`src/rtl/mem_port_arbiter_if.sv`:
```
// rtl/mem_port_arbiter_if.sv - fetch, data and memory handshake bundle around the port arbiter
interface mem_port_arbiter_if;
    logic        i_start;
    logic        i_ready;
    logic [31:0] i_addr;
    logic        i_flush;
    logic [31:0] i_rdata;
    logic        i_rdata_valid;
    logic        d_start;
    logic        d_write;
    logic        d_ready;
    logic [31:0] d_addr;
    logic [31:0] d_wdata;
    logic [31:0] d_wmask;
    logic [31:0] d_rdata;
    logic        d_rdata_valid;
    logic        m_start;
    logic        m_write;
    logic        m_ready;
    logic [31:0] m_addr;
    logic [31:0] m_wdata;
    logic [31:0] m_wmask;
    logic [31:0] m_rdata;
    logic        m_rdata_valid;
    logic        err_spurious;

    // slave: the arbiter itself; master: the core and memory surrounding it
    modport slave (
        input  i_start, i_addr, i_flush,
        input  d_start, d_write, d_addr, d_wdata, d_wmask,
        input  m_ready, m_rdata, m_rdata_valid,
        output i_ready, i_rdata, i_rdata_valid,
        output d_ready, d_rdata, d_rdata_valid,
        output m_start, m_write, m_addr, m_wdata, m_wmask,
        output err_spurious
    );

    modport master (
        output i_start, i_addr, i_flush,
        output d_start, d_write, d_addr, d_wdata, d_wmask,
        output m_ready, m_rdata, m_rdata_valid,
        input  i_ready, i_rdata, i_rdata_valid,
        input  d_ready, d_rdata, d_rdata_valid,
        input  m_start, m_write, m_addr, m_wdata, m_wmask,
        input  err_spurious
    );
endinterface

```
`src/rtl/mem_port_arbiter.sv`:
```
// rtl/mem_port_arbiter.sv - shares one single-port memory between fetch and data ports
// One read outstanding at a time; read data is routed back to whichever side issued it.
module mem_port_arbiter #(
    parameter int DATA_PRIORITY = 1,
    parameter int STARVE_LIMIT  = 4
) (
    input  logic               clk,
    input  logic               rst_n,
    mem_port_arbiter_if.slave  bus
);
    typedef enum logic [1:0] {IDLE, I_WAIT, D_WAIT} state_t;

    localparam logic [2:0] LIMIT     = (STARVE_LIMIT > 7) ? 3'd7 : 3'(STARVE_LIMIT);
    localparam bit         STARVE_ON = (STARVE_LIMIT != 0);
    localparam bit         DATA_WINS = (DATA_PRIORITY != 0);

    state_t     state;
    logic       squash;
    logic [2:0] cnt_i;
    logic [2:0] cnt_d;
    logic       err_q;

    logic cand_i, cand_d, forced_i, forced_d;
    logic gnt_i, gnt_d, acc_i, acc_d;

    assign cand_i   = bus.i_start && !bus.i_flush;
    assign cand_d   = bus.d_start;
    assign forced_i = STARVE_ON && (cnt_i >= LIMIT);
    assign forced_d = STARVE_ON && (cnt_d >= LIMIT);

    // Grant is gated by rst_n so nothing handshakes while reset is held.
    always_comb begin
        gnt_i = 1'b0;
        gnt_d = 1'b0;
        if (state == IDLE && rst_n) begin
            if (cand_i && cand_d) begin
                if (forced_i != forced_d) gnt_d = forced_d;
                else                      gnt_d = DATA_WINS;
                gnt_i = !gnt_d;
            end else begin
                gnt_i = cand_i;
                gnt_d = cand_d;
            end
        end
    end

    assign acc_i = gnt_i && bus.m_ready;
    assign acc_d = gnt_d && bus.m_ready;

    assign bus.m_start = gnt_i || gnt_d;
    assign bus.m_write = gnt_d && bus.d_write;
    assign bus.m_addr  = gnt_d ? bus.d_addr  : bus.i_addr;
    assign bus.m_wdata = gnt_d ? bus.d_wdata : 32'd0;
    assign bus.m_wmask = gnt_d ? bus.d_wmask : 32'd0;
    assign bus.i_ready = acc_i;
    assign bus.d_ready = acc_d;

    assign bus.i_rdata       = bus.m_rdata;
    assign bus.d_rdata       = bus.m_rdata;
    assign bus.d_rdata_valid = rst_n && bus.m_rdata_valid && (state == D_WAIT);
    assign bus.i_rdata_valid = rst_n && bus.m_rdata_valid && (state == I_WAIT)
                               && !squash && !bus.i_flush;
    assign bus.err_spurious  = err_q;

    always_ff @(posedge clk or negedge rst_n) begin
        if (!rst_n) begin
            state  <= IDLE;
            squash <= 1'b0;
            cnt_i  <= 3'd0;
            cnt_d  <= 3'd0;
            err_q  <= 1'b0;
        end else begin
            // Starvation counters: a waiting loser counts the other side's accepts.
            if (!bus.i_start || acc_i)     cnt_i <= 3'd0;
            else if (cand_i && acc_d)      cnt_i <= (cnt_i == 3'd7) ? cnt_i : cnt_i + 3'd1;
            if (!bus.d_start || acc_d)     cnt_d <= 3'd0;
            else if (cand_d && acc_i)      cnt_d <= (cnt_d == 3'd7) ? cnt_d : cnt_d + 3'd1;

            case (state)
                IDLE: begin
                    squash <= 1'b0;
                    if (bus.m_rdata_valid)          err_q <= 1'b1;
                    if (acc_d && !bus.d_write)      state <= D_WAIT;
                    else if (acc_i)                 state <= I_WAIT;
                end
                I_WAIT: begin
                    if (bus.m_rdata_valid) begin
                        state  <= IDLE;
                        squash <= 1'b0;
                    end else if (bus.i_flush) begin
                        squash <= 1'b1;
                    end
                end
                D_WAIT: begin
                    if (bus.m_rdata_valid) state <= IDLE;
                end
                default: state <= IDLE;
            endcase
        end
    end
endmodule

```
`src/flat_wrapper.sv`:
```
// flat-port wrapper written by rule: the top's interface ports become plain ports
module mem_port_arbiter_flat 
#(
    parameter int DATA_PRIORITY = 1,
    parameter int STARVE_LIMIT  = 4
)
  (clk, rst_n, bus_i_start, bus_i_addr, bus_i_flush, bus_d_start, bus_d_write, bus_d_addr, bus_d_wdata, bus_d_wmask, bus_m_ready, bus_m_rdata, bus_m_rdata_valid, bus_i_ready, bus_i_rdata, bus_i_rdata_valid, bus_d_ready, bus_d_rdata, bus_d_rdata_valid, bus_m_start, bus_m_write, bus_m_addr, bus_m_wdata, bus_m_wmask, bus_err_spurious);
  mem_port_arbiter_if bus_i ();
  input  logic clk;
  input  logic rst_n;
  input wire logic [$bits(bus_i.i_start)-1:0] bus_i_start;
  input wire logic [$bits(bus_i.i_addr)-1:0] bus_i_addr;
  input wire logic [$bits(bus_i.i_flush)-1:0] bus_i_flush;
  input wire logic [$bits(bus_i.d_start)-1:0] bus_d_start;
  input wire logic [$bits(bus_i.d_write)-1:0] bus_d_write;
  input wire logic [$bits(bus_i.d_addr)-1:0] bus_d_addr;
  input wire logic [$bits(bus_i.d_wdata)-1:0] bus_d_wdata;
  input wire logic [$bits(bus_i.d_wmask)-1:0] bus_d_wmask;
  input wire logic [$bits(bus_i.m_ready)-1:0] bus_m_ready;
  input wire logic [$bits(bus_i.m_rdata)-1:0] bus_m_rdata;
  input wire logic [$bits(bus_i.m_rdata_valid)-1:0] bus_m_rdata_valid;
  output wire logic [$bits(bus_i.i_ready)-1:0] bus_i_ready;
  output wire logic [$bits(bus_i.i_rdata)-1:0] bus_i_rdata;
  output wire logic [$bits(bus_i.i_rdata_valid)-1:0] bus_i_rdata_valid;
  output wire logic [$bits(bus_i.d_ready)-1:0] bus_d_ready;
  output wire logic [$bits(bus_i.d_rdata)-1:0] bus_d_rdata;
  output wire logic [$bits(bus_i.d_rdata_valid)-1:0] bus_d_rdata_valid;
  output wire logic [$bits(bus_i.m_start)-1:0] bus_m_start;
  output wire logic [$bits(bus_i.m_write)-1:0] bus_m_write;
  output wire logic [$bits(bus_i.m_addr)-1:0] bus_m_addr;
  output wire logic [$bits(bus_i.m_wdata)-1:0] bus_m_wdata;
  output wire logic [$bits(bus_i.m_wmask)-1:0] bus_m_wmask;
  output wire logic [$bits(bus_i.err_spurious)-1:0] bus_err_spurious;
  assign bus_i.i_start = bus_i_start;
  assign bus_i.i_addr = bus_i_addr;
  assign bus_i.i_flush = bus_i_flush;
  assign bus_i.d_start = bus_d_start;
  assign bus_i.d_write = bus_d_write;
  assign bus_i.d_addr = bus_d_addr;
  assign bus_i.d_wdata = bus_d_wdata;
  assign bus_i.d_wmask = bus_d_wmask;
  assign bus_i.m_ready = bus_m_ready;
  assign bus_i.m_rdata = bus_m_rdata;
  assign bus_i.m_rdata_valid = bus_m_rdata_valid;
  assign bus_i_ready = bus_i.i_ready;
  assign bus_i_rdata = bus_i.i_rdata;
  assign bus_i_rdata_valid = bus_i.i_rdata_valid;
  assign bus_d_ready = bus_i.d_ready;
  assign bus_d_rdata = bus_i.d_rdata;
  assign bus_d_rdata_valid = bus_i.d_rdata_valid;
  assign bus_m_start = bus_i.m_start;
  assign bus_m_write = bus_i.m_write;
  assign bus_m_addr = bus_i.m_addr;
  assign bus_m_wdata = bus_i.m_wdata;
  assign bus_m_wmask = bus_i.m_wmask;
  assign bus_err_spurious = bus_i.err_spurious;
  mem_port_arbiter #(.DATA_PRIORITY(DATA_PRIORITY), .STARVE_LIMIT(STARVE_LIMIT)) u_core (.clk(clk), .rst_n(rst_n), .bus(bus_i));
endmodule
```
`config.mk`:
```
export PLATFORM = sky130hd
export DESIGN_NAME = mem_port_arbiter_flat
export DESIGN_NICKNAME = d
export VERILOG_FILES = /design/src/rtl/mem_port_arbiter_if.sv /design/src/rtl/mem_port_arbiter.sv /design/src/flat_wrapper.sv
export SDC_FILE = /design/constraint.sdc
export NUM_CORES = 1
export LEC_CHECK = 0
export CORE_AREA = 5 5 128 130
export CTS_BUF_LIST = sky130_fd_sc_hd__clkbuf_2
export CTS_CLUSTER_DIAMETER = 100
export CTS_CLUSTER_SIZE = 30
export DETAILED_ROUTE_END_ITERATION = 8
export DIE_AREA = 0 0 133 135
export DONT_BUFFER_PORTS = 1
export SLEW_MARGIN = 30
export SYNTH_ARGS = -nofsm -noshare
export SYNTH_HDL_FRONTEND = slang
export SYNTH_SLANG_ARGS = --single-unit
```
`constraint.sdc`:
```
create_clock -name clk -period 3.4 [get_ports clk]
set_clock_uncertainty 0.05 [all_clocks]
set_input_delay 0 -clock clk [delete_from_list [all_inputs] [get_ports clk]]
set_output_delay 0 -clock clk [all_outputs]
set_load 0.1 [all_outputs]
```
### Word level (Yosys, flattened, before mapping)

Index checks and enable logic that the tools add are counted.

| word-level totals | value |
|---|---|
| register bits | 10 |
| bits in latches | 0 |
| bits in writable memories | 0 |
| ROM bits | 0 |
| bits of input ports | 168 |
| output and inout bits | 167 |
| word-level logic and storage cells | 75 |
| memories | 0 |

| operators by class | value |
|---|---|
| $add $sub $neg | 2 |
| multipliers | 0 |
| divide/modulo/power cells | 0 |
| magnitude comparators | 2 |
| eq/ne operators | 10 |
| shift-type cells | 0 |
| muxes and demuxes | 23 |
| bitwise logic cells | 0 |
| reductions and logical operators | 33 |

Operator list:

| operator | number |
|---|---|
| 2-to-1 mux 32 bit | 3 |
| 2-to-1 mux 3 bit | 6 |
| logical AND 1 bit | 14 |
| AND reduction 2 bit | 5 |
| 2-to-1 mux 1 bit | 9 |
| adder 3 x 1 -> 3 bit (second input constant) | 2 |
| == test 3 bit (second input constant) | 2 |
| >= comparator 3 bit (second input constant) | 2 |
| logical NOT 1 bit | 6 |
| 2-to-1 mux 2 bit | 3 |
| inequality test 2 x 1 -> 1 bit (second input constant) | 3 |
| nonzero test 2 bit | 3 |
| case mux 2 bit (2 select lines) | 1 |
| logical OR 1 bit | 3 |
| inequality test 3 x 2 -> 1 bit (second input constant) | 1 |
| inequality test 3 bit (second input constant) | 1 |
| == test 2 x 1 -> 1 bit (second input constant) | 1 |
| == test 2 bit (second input constant) | 1 |
| logical NOT 2 bit | 1 |
| case mux 1 bit (2 select lines) | 1 |
| OR reduction 2 bit | 1 |
| inequality test 1 bit | 1 |

### Logic depth before layout (Yosys ltp)

| depth | value |
|---|---|
| word-level depth | 12 |
| depth in mapped cells | 7 |
| depth with buffers taken out | 6 |

### Least setup slack after synthesis

Ideal clock, no wire load.

| timing | value |
|---|---|
| path kind | reg2out |
| start | register u_core.state[0] |
| end | output bus_m_start |
| arrival | 2308 ps |
| data required time | 3350 ps |
| path slack | 1042 ps |
| cell stages (with the launch flop) | 5 |
| path buffers | 0 |
| path through | dfrtp_1 inv_1 ha_1 nand2_1 a21oi_1 |

| on the way | value |
|---|---|
| longest elaborated chain between the ends | 4 |
| elaborated cells on any way between the ends | 5 |
| classes of those cells | 2 x mux; 3 x reduce/logical |

RTL lines:

| item | line | source |
|---|---|---|
| from (decl) | mem_port_arbiter.sv:17 | `state_t state;` |
| from (signal assigned) | mem_port_arbiter.sv:67 | `state <= IDLE;` |
| from (signal assigned) | mem_port_arbiter.sv:83 | `if (acc_d && !bus.d_write) state <= D_WAIT;` |
| from (signal assigned) | mem_port_arbiter.sv:84 | `else if (acc_i) state <= I_WAIT;` |
| logical NOT 2 bit * | mem_port_arbiter.sv:35 | `if (state == IDLE && rst_n) begin` |
| logical AND 1 bit * | mem_port_arbiter.sv:35 |  |
| 2-to-1 mux 1 bit | mem_port_arbiter.sv:35 |  |
| logical OR 1 bit * | mem_port_arbiter.sv:50 | `assign bus.m_start = gnt_i \|\| gnt_d;` |
| to (decl) | flat_wrapper.sv:28 | `output wire logic [$bits(bus_i.m_start)-1:0] bus_m_start;` |

Every way passes the cells marked *; elsewhere a longest branch is shown, timed or not.

### Final worst setup path

| timing | value |
|---|---|
| start | register u_core.state[0] |
| end | output bus_m_addr[8] |

| on the way | value |
|---|---|
| longest elaborated chain between the ends | 4 |

RTL lines:

| item | line | source |
|---|---|---|
| logical NOT 2 bit | mem_port_arbiter.sv:35 |  |
| logical AND 1 bit | mem_port_arbiter.sv:35 |  |
| 2-to-1 mux 1 bit | mem_port_arbiter.sv:35 |  |
| 2-to-1 mux 32 bit | mem_port_arbiter.sv:52 | `assign bus.m_addr = gnt_d ? bus.d_addr : bus.i_addr;` |
| to (decl) | flat_wrapper.sv:30 | `output wire logic [$bits(bus_i.m_addr)-1:0] bus_m_addr;` |

No other way between the ends.

==> impl_metrics.py <==
metrics = {
    "power": {
        "p_leak_nw": 1.34,
        "p_sw_mw": 1.69,
        "p_clk_share_pct": 3.2,
        "total_power_mw": 2.19,
        "combinationalPowerShare_pct": 90.6,
        "ir_worst_vdd_uv": 381,
        "cellInternalPower_uw": 501,
        "p_sw_share_pct": 77.2,
        "pwr_density_cell_mw_per_mm2": 753,
        "seqPwrFrac_pct": 6.2,
    },
    "worst_setup_path": {
        "crit-reg2reg-launch": "u_core.state[0]",
        "crit_start": "u_core.state[0]",
        "crit_family": "multiplexers",
        "critPathMaxStageDelay_ns": 0.64,
        "rr_worst_depth": 6,
        "rrSetupSlack_ns": 1.52,
        "path_buf_inv": 2,
        "crit_chain": "inv_1, ha_1, nand2_1, nor2_4, buf_4, mux2_2",
        "cp-start-kind": "register",
        "critPathRequiredTime_ns": 3.35,
        "critical_path_depth": 6,
        "worstPathMaxFanout": 67,
        "worstSetupEndpointType": "output pin",
        "worst_path_max_delay_cell": "mux2_2",
        "crit_arrival_ns": 2.60,
        "critical_path_class": "register to output pin",
        "reg2reg_to": "u_core.cnt_d[1]",
    },
    "cells_and_area": {
        "syn_to_final_growth_pct": 48.9,
        "regArea_um2": 250,
        "nets": 446,
        "multi_input_area_mm2": 0.00116,
        "fill_cells": 1626,
        "drive_gt1_share_pct": 53.0,
    },
    "global_route": {
        "grt_pass1_wl_um": 13600,
        "gr-usage-all-layers_pct": 9.92,
        "antenna_found_initial": 15,
        "grt_max_degree": 68,
        "overflow": 0,
        "grt_pass1_vias": 1889,
    },
    "timing": {
        "setup_tns_ns": 0,
        "worst_pin_slew_ns": 0.974,
        "setup_viol": 0,
        "relSlewSlack_pct": 35.2,
        "finalCritPeriodShare_pct": 78.0,
        "slew_violations": 0,
        "period_minus_slack_ns": 2.65,
        "max_freq_ghz": 0.377,
        "rsz0062_at_grt": "false",
        "final_hold_viol_count": 0,
    },
    "logic_synthesis": {
        "synth_warnings": 0,
        "yosys.area.top_type_share_pct": 25.7,
        "yosys-top-cells-area": "buf_4 (26%), and2_1 (21%), mux2_2 (18%), dfrtp_1 (13%), ha_1 (4.5%)",
        "ys_types": 35,
        "postSynthAreaPerCell_um2": 8.32,
        "yosysSeqAreaShare_pct": 12.8,
        "synth_fp_nets": 410,
        "yosysTopAreaCell": "buf_4",
        "postSynthCellCount": 235,
        "synth_seq_cells": 10,
        "synthesis.area_mm2": 0.00196,
    },
    "clocking": {
        "cts_buffers": 3,
        "clkSlewWorstSetupHoldPaths_ns": 0.12,
        "ctsLongestPathBuffers": 2,
        "clk_latency_ns": 0.27,
        "clock-sinks": 10,
        "cts_resized": 0,
        "cts_tree": "done",
        "htree_levels": 1,
        "clockRootBuffer": "clkbuf_2",
    },
    "place": {
        "portBuffers": 0,
        "hpwl_um": 8360,
        "gp_congestion": 0.856,
    },
    "flow_run": {
        "cap_violations": 0,
    },
    "floorplanning": {
        "num_rows": 45,
        "die_width_um": 133,
        "die_h_um": 135,
        "start_util_pct": 13.0,
        "die_area_mm2": 0.0180,
        "ioPinCount": 335,
        "coreArea_mm2": 0.0150,
    },
    "routing": {
        "drc": 0,
        "drt_wl_total_um": 10200,
        "drtAntennaViolNets": 0,
        "first_pass_iters": 5,
        "wire_per_inst_um": 21.9,
        "vias_per_cell": 3.81,
        "drt_iter0_markers": 64,
        "vias": 1779,
    },
    "min_path": {
        "hp-class": "input port to register",
        "hold-path-endpoint": "u_core.cnt_i[2]",
        "worstHoldStart": "bus_d_start",
        "min_path_cells": 3,
    },
    "run_status": {
        "status": "completed",
    },
}
through the flow:
stage / instance area [um^2] / setup WS (ns) / hold WS [ns] / util (%) / std cells
6_report: 2910 / 0.749 / 0.0262 / 19.4 / 467
3_3_place_gp: 2160 / 1.26 / -0.345 / 14.4 / 416
2_1_floorplan: 1960 / 1.04 / -0.346 / - / 235
5_1_grt: 2910 / 0.616 / 0.0289 / 19.4 / 466
4_1_cts: 2890 / 0.789 / 0.0252 / 19.2 / 458
3_5_place_dp: 2170 / 1.08 / -0.345 / 14.4 / 416
cells in the final DEF, fill, tap and decap left out, types with 2 or more instances in the layout:
cell	count
nor3b_1	2
buf_4	67
inv_1	5
diode_2	9
nor2_1	9
ha_1	7
dfrtp_1	10
mux2i_1	4
mux2_2	32
buf_12	32
and2_1	65
clkbuf_2	3
nand2_1	4
dlygate4sd3_1	6
cell families (layout without fill, tap and decap cells):
kind of cell	Yosys count	after routing	synth area share, %
simple gates	93	93	29.1
flops	10	10	12.8
mux	36	36	20.5
xor+xnor	2	2	0.896
buf+inv	79	114	28.3
compound gates	8	8	3.97
fa+ha+maj	7	7	4.48
other cells	0	9	0
worst max path at each step:
stage                                 to  slack (ns)
after floorplan              bus_m_start        1.04
after global placement    bus_m_addr[21]        1.26
after detailed placement   bus_m_addr[8]        1.08
after CTS                  bus_m_addr[8]        0.79
after global routing      bus_m_addr[31]        0.62
final                      bus_m_addr[8]        0.75
synthesized netlist by cell type:
| library cell | instances |
|---|---|
| nor3_1 | 1 |
| o21bai_1 | 1 |
| a2111oi_4 | 1 |
| nand2b_2 | 1 |
| nor2b_1 | 1 |
| and3_1 | 1 |
| xor2_1 | 1 |
| xnor2_1 | 1 |
| nor2_2 | 1 |
| dfrtp_1 | 10 |
| and2_1 | 65 |
| a211o_2 | 1 |
| mux2_2 | 32 |
| nor3b_1 | 2 |
| nand2_1 | 4 |
| a21o_2 | 1 |
| nand4_1 | 1 |
| inv_1 | 5 |
| nand3_1 | 1 |
| buf_2 | 3 |
| and4_1 | 1 |
| ha_1 | 7 |
| clkbuf_2 | 1 |
| a21oi_1 | 2 |
| nor2_1 | 9 |
| a22o_1 | 1 |
| buf_4 | 67 |
| nor2_4 | 1 |
| nand3_2 | 1 |
| mux2i_1 | 4 |
| clkbuf_1 | 3 |
| and3_2 | 1 |
| nand4bb_1 | 1 |
| nand2b_1 | 1 |
| o21ai_0 | 1 |
tightest hold or removal path: stages:
cell and delay [ns]:
nand4_1 0.14, mux2i_1 0.10, nor2_1 0.07
state kept, by name, indices dropped and copies added (netlist names):
| name | flops |
|---|---|
| u_core.state | 2 |
| u_core.cnt_d | 3 |
| u_core.cnt_i | 3 |
| u_core.bus.err_spurious | 1 |
| u_core.squash | 1 |
what timing repair did:
item,in CTS,in global routing
setup endpoints to repair,0,0
hold buffers,38,0
setup buffers,0,0
endpoints found under the hold margin,84,0
layer usage:
metal,track usage [%],wire length [um]
met2,19.1,5530
met4,1.27,94
met3,4.88,1210
met1,9.83,3300
met5,0,78
cell type report:
type	instances	share of cell area [%]
inverter	5	0.644
clock buffer	3	0.515
timing repair buffer	105	41.3
clock inverter	1	0.129
tap	188	8.08
antenna	9	0.773
sequential	10	8.59
multi-input combinational	146	39.9
power by group through the flow:
stage / registers, mW / logic [mW] / clock network (mW)
6_report: 0.136 / 1.99 / 0.0709
5_1_grt: 0.137 / 2.03 / 0.0776
4_1_cts: 0.136 / 1.99 / 0.0716
3_5_place_dp: 0.138 / 1.59 / 0
3_3_place_gp: 0.137 / 1.57 / 0
2_1_floorplan: 0.136 / 1.74 / 0
Power figures use the tool's default switching activity.
